### src/rtl/fifo_rtl_pkg.sv
// Shared types and defaults for the async FIFO and its read-side adapter.
// Holds the skid-buffer state encoding and the default DSIZE/BURST_LEN.
package fifo_rtl_pkg;

    localparam int FIFO_DSIZE_DEF     = 8;
    localparam int FIFO_BURST_LEN_DEF = 4;

    typedef enum logic [1:0] {
        SK_EMPTY = 2'd0,
        SK_ONE   = 2'd1,
        SK_TWO   = 2'd2
    } skid_state_e;

endpackage

### src/rtl/fifo_skid_buf.sv
// 2-entry skid buffer: registered head output, tail catches a push while the head stalls.
// Ports: clk/rst (sync, active-high), flush, push+din (tail write), pop (head leaves), state, head.
module fifo_skid_buf
    import fifo_rtl_pkg::*;
#(
    parameter int DSIZE = FIFO_DSIZE_DEF
) (
    input  logic             clk,
    input  logic             rst,
    input  logic             flush,
    input  logic             push,
    input  logic             pop,
    input  logic [DSIZE-1:0] din,
    output skid_state_e      state,
    output logic [DSIZE-1:0] head
);

    skid_state_e      r_state;
    skid_state_e      w_state_nxt;
    logic [DSIZE-1:0] r_d0;
    logic [DSIZE-1:0] r_d1;

    always_ff @(posedge clk) begin
        if (rst) begin
            r_state <= SK_EMPTY;
        end else begin
            r_state <= w_state_nxt;
        end
    end

    always_comb begin
        w_state_nxt = r_state;
        if (flush) begin
            w_state_nxt = SK_EMPTY;
        end else begin
            case (r_state)
                SK_EMPTY: if (push) w_state_nxt = SK_ONE;
                SK_ONE: begin
                    if (push && !pop)      w_state_nxt = SK_TWO;
                    else if (!push && pop) w_state_nxt = SK_EMPTY;
                end
                SK_TWO:   if (pop) w_state_nxt = SK_ONE;
                default:  w_state_nxt = SK_EMPTY;
            endcase
        end
    end

    // Head is always r_d0; a pop out of TWO promotes the tail.
    always_ff @(posedge clk) begin
        if (rst) begin
            r_d0 <= '0;
            r_d1 <= '0;
        end else if (!flush) begin
            case (r_state)
                SK_EMPTY: if (push) r_d0 <= din;
                SK_ONE: begin
                    if (push && pop) r_d0 <= din;
                    else if (push)   r_d1 <= din;
                end
                SK_TWO:   if (pop) r_d0 <= r_d1;
                default: ;
            endcase
        end
    end

    assign state = r_state;
    assign head  = r_d0;

endmodule

### src/rtl/fifo_rd_stream_adapter.sv
// Read-side FIFO consumer: pops into a skid buffer, emits a framed valid/ready stream.
// Ports: rclk/rrst, FIFO rempty/rdata/rinc, en, flush, m_valid/m_ready/m_data/m_last, stat_words/stat_stall.
// Optional counters built only when FIFO_RD_STATS_EN is defined; otherwise stat ports read 0.
module fifo_rd_stream_adapter
    import fifo_rtl_pkg::*;
#(
    parameter int DSIZE     = FIFO_DSIZE_DEF,
    parameter int BURST_LEN = FIFO_BURST_LEN_DEF,
    parameter int STAT_W    = 16
) (
    input  logic              rclk,
    input  logic              rrst,
    input  logic              rempty,
    input  logic [DSIZE-1:0]  rdata,
    output logic              rinc,
    input  logic              en,
    input  logic              flush,
    output logic              m_valid,
    input  logic              m_ready,
    output logic [DSIZE-1:0]  m_data,
    output logic              m_last,
    output logic [STAT_W-1:0] stat_words,
    output logic [STAT_W-1:0] stat_stall
);

    localparam int CNT_W = (BURST_LEN > 1) ? $clog2(BURST_LEN) : 1;
    localparam logic [CNT_W-1:0] LAST_CNT = CNT_W'(BURST_LEN - 1);

    skid_state_e      w_state;
    logic             w_push;
    logic             w_pop;
    logic [CNT_W-1:0] r_beat_cnt;

    // Pop decision uses registered state only, so m_ready never reaches rinc.
    assign w_push = ~rrst & en & ~flush & ~rempty & (w_state != SK_TWO);
    assign rinc   = w_push;

    assign m_valid = (w_state != SK_EMPTY);
    assign w_pop   = m_valid & m_ready & ~flush;
    assign m_last  = m_valid & (r_beat_cnt == LAST_CNT);

    fifo_skid_buf #(
        .DSIZE (DSIZE)
    ) u_skid (
        .clk   (rclk),
        .rst   (rrst),
        .flush (flush),
        .push  (w_push),
        .pop   (w_pop),
        .din   (rdata),
        .state (w_state),
        .head  (m_data)
    );

    always_ff @(posedge rclk) begin
        if (rrst || flush) begin
            r_beat_cnt <= '0;
        end else if (w_pop) begin
            r_beat_cnt <= (r_beat_cnt == LAST_CNT) ? '0 : r_beat_cnt + 1'b1;
        end
    end

`ifdef FIFO_RD_STATS_EN
    logic [STAT_W-1:0] r_stat_words;
    logic [STAT_W-1:0] r_stat_stall;

    // Saturating; flush leaves them alone.
    always_ff @(posedge rclk) begin
        if (rrst) begin
            r_stat_words <= '0;
            r_stat_stall <= '0;
        end else begin
            if (w_pop && (r_stat_words != '1))
                r_stat_words <= r_stat_words + 1'b1;
            if (m_valid && !m_ready && (r_stat_stall != '1))
                r_stat_stall <= r_stat_stall + 1'b1;
        end
    end

    assign stat_words = r_stat_words;
    assign stat_stall = r_stat_stall;
`else
    assign stat_words = '0;
    assign stat_stall = '0;
`endif

endmodule

### config.mk
export PLATFORM = sky130hd
export DESIGN_NAME = fifo_rd_stream_adapter
export DESIGN_NICKNAME = d
export VERILOG_FILES = /design/src/rtl/fifo_rtl_pkg.sv /design/src/rtl/fifo_skid_buf.sv /design/src/rtl/fifo_rd_stream_adapter.sv
export SDC_FILE = /design/constraint.sdc
export NUM_CORES = 1
export LEC_CHECK = 0
export CAP_MARGIN = 30
export CELL_PAD_IN_SITES_DETAIL_PLACEMENT = 0
export CELL_PAD_IN_SITES_GLOBAL_PLACEMENT = 1
export CORE_UTILIZATION = 31
export CTS_CLUSTER_SIZE = 16
export DETAILED_ROUTE_END_ITERATION = 6
export GPL_TIMING_DRIVEN = 0
export PLACE_DENSITY = 0.91
export REMOVE_ABC_BUFFERS = 1
export SLEW_MARGIN = 0
export SYNTH_ARGS = -nofsm -noshare
export SYNTH_HDL_FRONTEND = slang
export SYNTH_SLANG_ARGS = --single-unit
### constraint.sdc
create_clock -name rclk -period 4.6 [get_ports rclk]
set_input_delay 1.38 -clock rclk [delete_from_list [all_inputs] [get_ports rclk]]
set_output_delay 1.38 -clock rclk [all_outputs]
set_load 0.02 [all_outputs]
# Yosys cells after proc, flatten, opt, wreduce, memory -nomap -nowiden

Index checks and enable logic that the tools add are counted.

Register bits after elaboration: 20
Output and inout port bits: 43
Word-level logic and storage cells: 47

Add/subtract/negate cells: 1
Equal/unequal tests: 8
Muxes and demuxes: 10
Bitwise logic cells: 11
Reductions and logical operators: 13

Operators with widths:

| kind                                                            | count |
|---|---|
| 8-bit 2-to-1 mux                                                | 3 |
| 8-bit case mux with 3 select lines                              | 1 |
| 2-bit 2-to-1 mux                                                | 5 |
| 1-bit AND                                                       | 7 |
| 2-bit by 1-bit != test with 1-bit output, second input constant | 3 |
| 2-bit case mux with 3 select lines                              | 1 |
| 5-bit AND reduction                                             | 1 |
| 2-bit == test, second input constant                            | 2 |
| 1-bit NOT                                                       | 4 |
| 4-bit AND reduction                                             | 1 |
| 1-bit logical AND                                               | 3 |
| 3-bit by 1-bit != test with 1-bit output, second input constant | 1 |
| 3-bit AND reduction                                             | 1 |
| 3-bit nonzero test                                              | 1 |
| 2-bit by 1-bit adder with 2-bit output, second input constant   | 1 |
| 2-bit by 1-bit == test with 1-bit output, second input constant | 1 |
| 1-bit zero test                                                 | 2 |
| 2-bit zero test                                                 | 1 |
| 2-bit != test, second input constant                            | 1 |
| 2-bit nonzero test                                              | 1 |
| 2-bit OR reduction                                              | 1 |
| 1-bit logical OR                                                | 1 |

# Depth between registers and ports, before layout

Gate-level depths: netlist (run 1).

Depth in word-level cells: 10
Gate-level depth with buffers: 5

# By module

From an unflattened synthesis (run 1), not the netlist that was laid out.

Cell total of the unflattened synthesis: 141
Area, all modules: 1302.5 um^2

By module, submodules not included:

| module                 | instances | cells an instance | area an instance (um^2) | seq. area each (um^2) |
|---|---|---|---|---|
| fifo_skid_buf          | 1         | 90                | 912.1                   | 360.3 |
| fifo_rd_stream_adapter | 1         | 51                | 390.4                   | 40.0 |

# Worst setup path after synthesis (run 1)

Ideal clock, no wire load.

Kind: in2out
Start: input rrst
End: output rinc
Arrival time: 1938 ps
Path slack: 1282 ps
Stages: 3
Cell sequence: nor2_1 > nand2_1 > nor2_1

Cells in the longest elaborated chain, start to end: 5

Ends and longest elaborated chain:

| what                   | RTL line                     | RTL |
|---|---|---|
| from (decl)            | fifo_rd_stream_adapter.sv:12 | `input logic rrst,` |
| 1-bit NOT              | fifo_rd_stream_adapter.sv:35 | `assign w_push = ~rrst & en & ~flush & ~rempty & (w_state != SK_TWO);` |
| 1-bit AND (4 in a row) | fifo_rd_stream_adapter.sv:35 |  |
| to (decl)              | fifo_rd_stream_adapter.sv:15 | `output logic rinc,` |

Every way passes these cells.

# Final worst setup path (run 1)

Start: input flush
End: output rinc

Cells in the longest elaborated chain, start to end: 4

Ends and longest elaborated chain:

| what                   | RTL line                     | RTL |
|---|---|---|
| from (decl)            | fifo_rd_stream_adapter.sv:17 | `input logic flush,` |
| 1-bit NOT (no line)    | --                           |  |
| 1-bit AND (3 in a row) | fifo_rd_stream_adapter.sv:35 |  |

Every way passes these cells.

==> flow_summary.yaml, run 1 <==
routing:
  dr.pass1.iters: 4
  ant_nets: 0
  num_vias: 821
  vias_per_cell: 4.276
  wl_mm: 2.079
  drtIter0Drc: 12
  drc: 0
  wl_per_cell_um: 10.83
synth:
  yosys.area.top_type_share_pct: 34.63
  syn_area_per_cell_um2: 9.399
  synth_area_mm2: 0.001156
  synthTopCellsByArea: "dfxtp_1 (35%), buf_4 (21%), mux2i_1 (16%)"
  synth_cell_types: 28
  synth_edf_count: 0
  yosysSeqAreaShare_pct: 34.63
  ys_ff_latch: 20
  yosys_warnings: 0
  synthFlopType: "dfxtp_1"
  syn_inst: 123
  synth-async-reset-ratio_pct: 0
  synth_top_cell_by_area: "dfxtp_1"
placed_design:
  globalplace.congestion: 0.6873
  placed_area_mm2: 0.001308
  dpl.hpwl_mm: 1.625
  pre_cts_slack_ns: -0.1896
  port_buffers: 24
min_path:
  holdPathStages: 2
  min_from: "u_skid.head[4]"
  hold-path-endpoint: "u_skid.head[4]"
  hold_path_class: "reg -> reg"
flow_run:
  drv_cap: 0
sta:
  slew_violations: 0
  finalClockSkew_ns: 0.006093
  rsz0062_at_grt: "no"
  min_period_ns: 4.399
  fin_ws_ns: 0.2008
  setup_viol: 0
  tightest_slew_ns: 0.7642
  slew_headroom_pct: 49.05
  final_hold_viol_count: 0
  fmax_mhz: 227.3
  post-route-period-util_pct: 95.64
cts:
  numClockSinks: 20
  clkLatencyLatePin_ns: 0.26
  ctsHtreeMaxLevel: 1
  ctsHoldBuffers: 0
  cts_tree: "done"
  clock-root-buffer: "clkbuf_8"
  path_clk_slew_ns: 0.08
  post_cts_buffers: 0
  cts_buffers: 3
  clockBufferDepth: 2
global_routing:
  track_usage_pct: 10.48
  grt_pass1_vias: 794
  antenna_found_initial: 0
  grt_pass1_wl_mm: 3.325
  grt.overflow.total: 0
  grt_max_degree: 22
cells_and_area:
  fin_area_mm2: 0.001361
  mostFrequentLayoutCell: "conb_1"
  drive_gt1_share_pct: 6.849
  nets: 162
  area_growth_syn_to_layout_pct: 17.75
  final_util_pct: 39.55
  diodes: 0
  final_cell_mix: "conb_1 (32), clkdlybuf4s50_1 (23), dfxtp_1 (20)"
floorplanning:
  initial_core_util_pct: 33.59
  fp.dieH_um: 63.07
  io-pin-count: 57
  die_area_mm2: 0.003978
  core-area_mm2: 0.003442
  rows: 21
  die_x_um: 63.07
setup_path:
  cp_num_cells: 5
  cp_cell_sequence: "clkdlybuf4s50_1 > nor2_1 > nand2_1 > nor2_1 > clkdlybuf4s50_1"
  worstPathArrival_ns: 3.02
  crit_type: "in -> out"
  r2r_end: "u_skid.head[7]"
  endpoint_kind: "primary output"
  worst_setup_path_start_kind: "input pin"
  ff2ff_setup_slack_ns: 2.49
  cp_top_family: "buffers and inverters"
  path_buf_inv: 2
  crit_fanout: 6
  slowest_stage: "clkdlybuf4s50_1"
  critPathRequiredTime_ns: 3.22
  r2r-start: "u_skid.state[1]"
  cpPeakStageDelay_ns: 0.61
  rr_worst_depth: 4
outcome:
  status: "finished, final reports clean"
pwr:
  p_per_area_mw_per_mm2: 276.9
  leakagePower_nw: 0.6503
  ir_drop_v: 0.0001677
## worst max-delay path by stage
| stage | startpoint | end |
|---|---|---|
| finish | flush | rinc |
| global route | rrst | rinc |
| CTS | flush | rinc |
| detailed placement | rrst | rinc |
| global placement | rrst | rinc |
| floorplan | rrst | rinc |
## cell usage after synthesis (2+ instances only)
master and instances:
buf_4 32, dfxtp_1 20, mux2i_1 18, nor2_1 18, a211oi_1 6, nor3_1 3
a211oi_2 2, a21oi_1 2, and2_1 2, clkbuf_1 2
## state kept, by name, summed over array words and instances, names as in the netlist
name and cells:
u_skid.state 2, u_skid.head 8, u_skid.r_d1 8, r_beat_cnt 2
## cell type report
cell class / instances / area, um2
inverters: 1 / 3.754
well taps: 46 / 57.56
clock buffers: 4 / 55.05
fillers: 345 / 2081
repair buffers: 24 / 239.0
flip-flops and latches: 20 / 400.4
multi-input cells: 97 / 605.6
## routing by layer
layer	wire length, um	vias to the layer above	GRT usage (%)
met1	788	385	10.20
met2	1132	30	20.83
met5	0	-	0
met4	6	0	3.488
met3	152	2	2.717
li1	-	404	-
## power by group
part	leakage [nW]	internal, W	switching, W
clock network	0.0288	0.0000761	0.0000571
logic	0.460	0.0000218	0.0000437
registers	0.162	0.000176	0.00000202
total	0.650	0.000274	0.000103
## repair_timing
action,4_1_cts,5_1_grt
endpoints found under the hold margin,0,0
endpoints found under the setup margin,1,0
gates resized for setup,1,0
## per-stage QoR
stage / std cells / hold WS, ns / total power, W / TNS [ns]
after floorplan: 118 / 0.4627 / 0.0002223 / 0
after global placement: 188 / 0.4754 / 0.0002460 / -0.1594
after CTS: 192 / 0.5049 / 0.0003795 / 0
after detailed placement: 188 / 0.4907 / 0.0002480 / -0.1896
after global routing: 192 / 0.5232 / 0.0003937 / 0
final: 192 / 0.5004 / 0.0003769 / 0
## worst min-delay path, stage by stage, from the launching register on
cell      delay [ns]
dfxtp_1         0.31
nor2_1          0.09
a211oi_1        0.05
## cells by family (layout without fill, tap and decap cells)
kind of cell               after synthesis  count (layout)  synth area share (%)
buffers and inverters                   37              29                 23.05
and+or+nand+nor                         31              31                 13.09
DFF                                     20              20                 34.63
muxes                                   18              18                 15.58
AOI/OAI and AO/OA                       15              15                 12.23
adders and majority gates                1               1                 1.082
other                                    1              32                0.3244
Note: power is estimated with default switching activity, not from simulation.
==> run 2, diff against run 1 <==
--- a/config.mk
+++ b/config.mk
@@ -11,9 +11,9 @@
 export CORE_UTILIZATION = 31
 export CTS_CLUSTER_SIZE = 16
 export DETAILED_ROUTE_END_ITERATION = 6
+export GPL_ROUTABILITY_DRIVEN = 0
 export GPL_TIMING_DRIVEN = 0
 export PLACE_DENSITY = 0.91
-export REMOVE_ABC_BUFFERS = 1
 export SLEW_MARGIN = 0
 export SYNTH_ARGS = -nofsm -noshare
 export SYNTH_HDL_FRONTEND = slang
==> run 2 against run 1 <==
Utilization up 7.7 points. Global-route usage up 0.67 points. Fmax down 0.21%. Register-to-register slack better by 0.28 ns. First-iteration DRC count up 42%. Worst setup slack worse by 0.0092 ns.
==> flow_summary.yaml, run 2 (synthesized netlist as in run 1, its figures left out) <==
routing:
  vias_per_cell: 3.864
  wl_per_cell_um: 9.026
  dr.pass1.iters: 4
  num_vias: 881
  ant_nets: 0
  wl_mm: 2.058
  drtIter0Drc: 17
  drc: 0
cts:
  cts_buffers: 3
  clkLatencyLatePin_ns: 0.25
  ctsHtreeMaxLevel: 1
  ctsHoldBuffers: 0
  post_cts_buffers: 0
  clockBufferDepth: 2
  cts_tree: "done"
  clock-root-buffer: "clkbuf_8"
  path_clk_slew_ns: 0.07
  cts_resized: 0
  numClockSinks: 20
setup_path:
  r2r_end: "u_skid.head[2]"
  r2r-start: "u_skid.state[1]"
  critPathRequiredTime_ns: 3.22
  ff2ff_setup_slack_ns: 2.77
  worst_setup_path_start_kind: "input pin"
  crit_fanout: 6
  endpoint_kind: "primary output"
  crit_type: "in -> out"
  worstPathArrival_ns: 3.03
  rr_worst_depth: 5
pwr:
  power_w: 0.0003960
  p_per_area_mw_per_mm2: 243.6
  leakagePower_nw: 0.8333
  ir_drop_v: 0.0001449
sta:
  rsz0062_at_grt: "no"
  setup_viol: 0
  min_period_ns: 4.408
  finalClockSkew_ns: 0.0008384
  slew_headroom_pct: 54.07
  tns_ns: 0
  tightest_slew_ns: 0.6889
  fmax_mhz: 226.8
  post-route-period-util_pct: 95.84
  fin_ws_ns: 0.1915
  final_hold_viol_count: 0
  slew_violations: 0
outcome:
  status: "finished, final reports clean"
global_routing:
  grt_pass1_vias: 801
  grt_max_degree: 12
  grt_pass1_wl_mm: 3.505
  grt.overflow.total: 0
  antenna_found_initial: 0
  track_usage_pct: 11.15
min_path:
  hold_path_class: "reg -> reg"
  holdPathStages: 2
  min_from: "u_skid.head[0]"
  hold-path-endpoint: "u_skid.head[0]"
floorplanning:
  io-pin-count: 57
  die_area_mm2: 0.003978
  die_x_um: 63.07
  rows: 21
  initial_core_util_pct: 33.59
  core-area_mm2: 0.003442
  fp.dieH_um: 63.07
placed_design:
  dp.cells: 224
  port_buffers: 24
  pre_cts_slack_ns: 0.1858
cells_and_area:
  final_cell_mix: "buf_4 (32), conb_1 (32), clkdlybuf4s50_1 (24)"
  stdcell_count: 228
  fillers: 348
  area_growth_syn_to_layout_pct: 40.58
  nets: 198
  drive_gt1_share_pct: 23.63
  final_util_pct: 47.22
  diodes: 0
flow_run:
  drv_cap: 0
-- run 2: cell count changes in the layout (fill, tap and decap cells not counted) --
cell             previous run  this run
buf_4                       0        32
buf_1                       0         1
buf_6                       0         1
clkbuf_1                    0         2
clkdlybuf4s50_1            23        24
dlygate4sd2_1               1         0
-- run 2: stage by stage --
step / hold slack (ns) / instance area [um2]
2_1_floorplan: 0.4627 / 1272
3_3_place_gp: 0.4732 / 1570
3_5_place_dp: 0.4900 / 1570
4_1_cts: 0.5030 / 1625
5_1_grt: 0.5152 / 1625
6_report: 0.4965 / 1625
-- run 2: worst max-delay path by stage --
stage / slack (ns) / cells after the start / endpoint / start
CTS: 0.18 / 5 / rinc / flush
floorplan: 1.28 / 3 / rinc / rrst
finish: 0.19 / 5 / rinc / flush
global route: 0.09 / 5 / rinc / flush
global placement: 0.21 / 5 / rinc / flush
detailed placement: 0.19 / 5 / rinc / flush
-- run 2: per-layer routing --
metal  wire length, um  track usage (%)  vias up
li1                  -                -      478
met1               921            13.13      356
met2               948            18.95       47
met3               188            4.167        0
met4                 0            2.616        0
met5                 0                0        -
-- run 2: cell type report --
class / count / area [um2] / share of cell area, %
plain buffers: 36 / 262.8 / 16.17
clock buffers: 4 / 55.05 / 3.387
inverters: 1 / 3.754 / 0.2309
multi-input cells: 97 / 605.6 / 37.26
flip-flops and latches: 20 / 400.4 / 24.63
well taps: 46 / 57.56 / 3.541
repair buffers: 24 / 240.2 / 14.78
-- run 2: report_power, final --
part	internal [W]	total (W)	switching, W	leakage, nW
registers	0.000176	0.000179	0.00000219	0.162
logic	0.0000410	0.0000877	0.0000467	0.643
clock network	0.0000761	0.000130	0.0000537	0.0288
total	0.000293	0.000396	0.000103	0.833
-- run 2: worst max-delay path: stages --
cell             delay (ns)
clkdlybuf4s50_1        0.56
nor2_1                 0.29
nand2_1                0.09
nor2_1                 0.10
clkdlybuf4s50_1        0.60
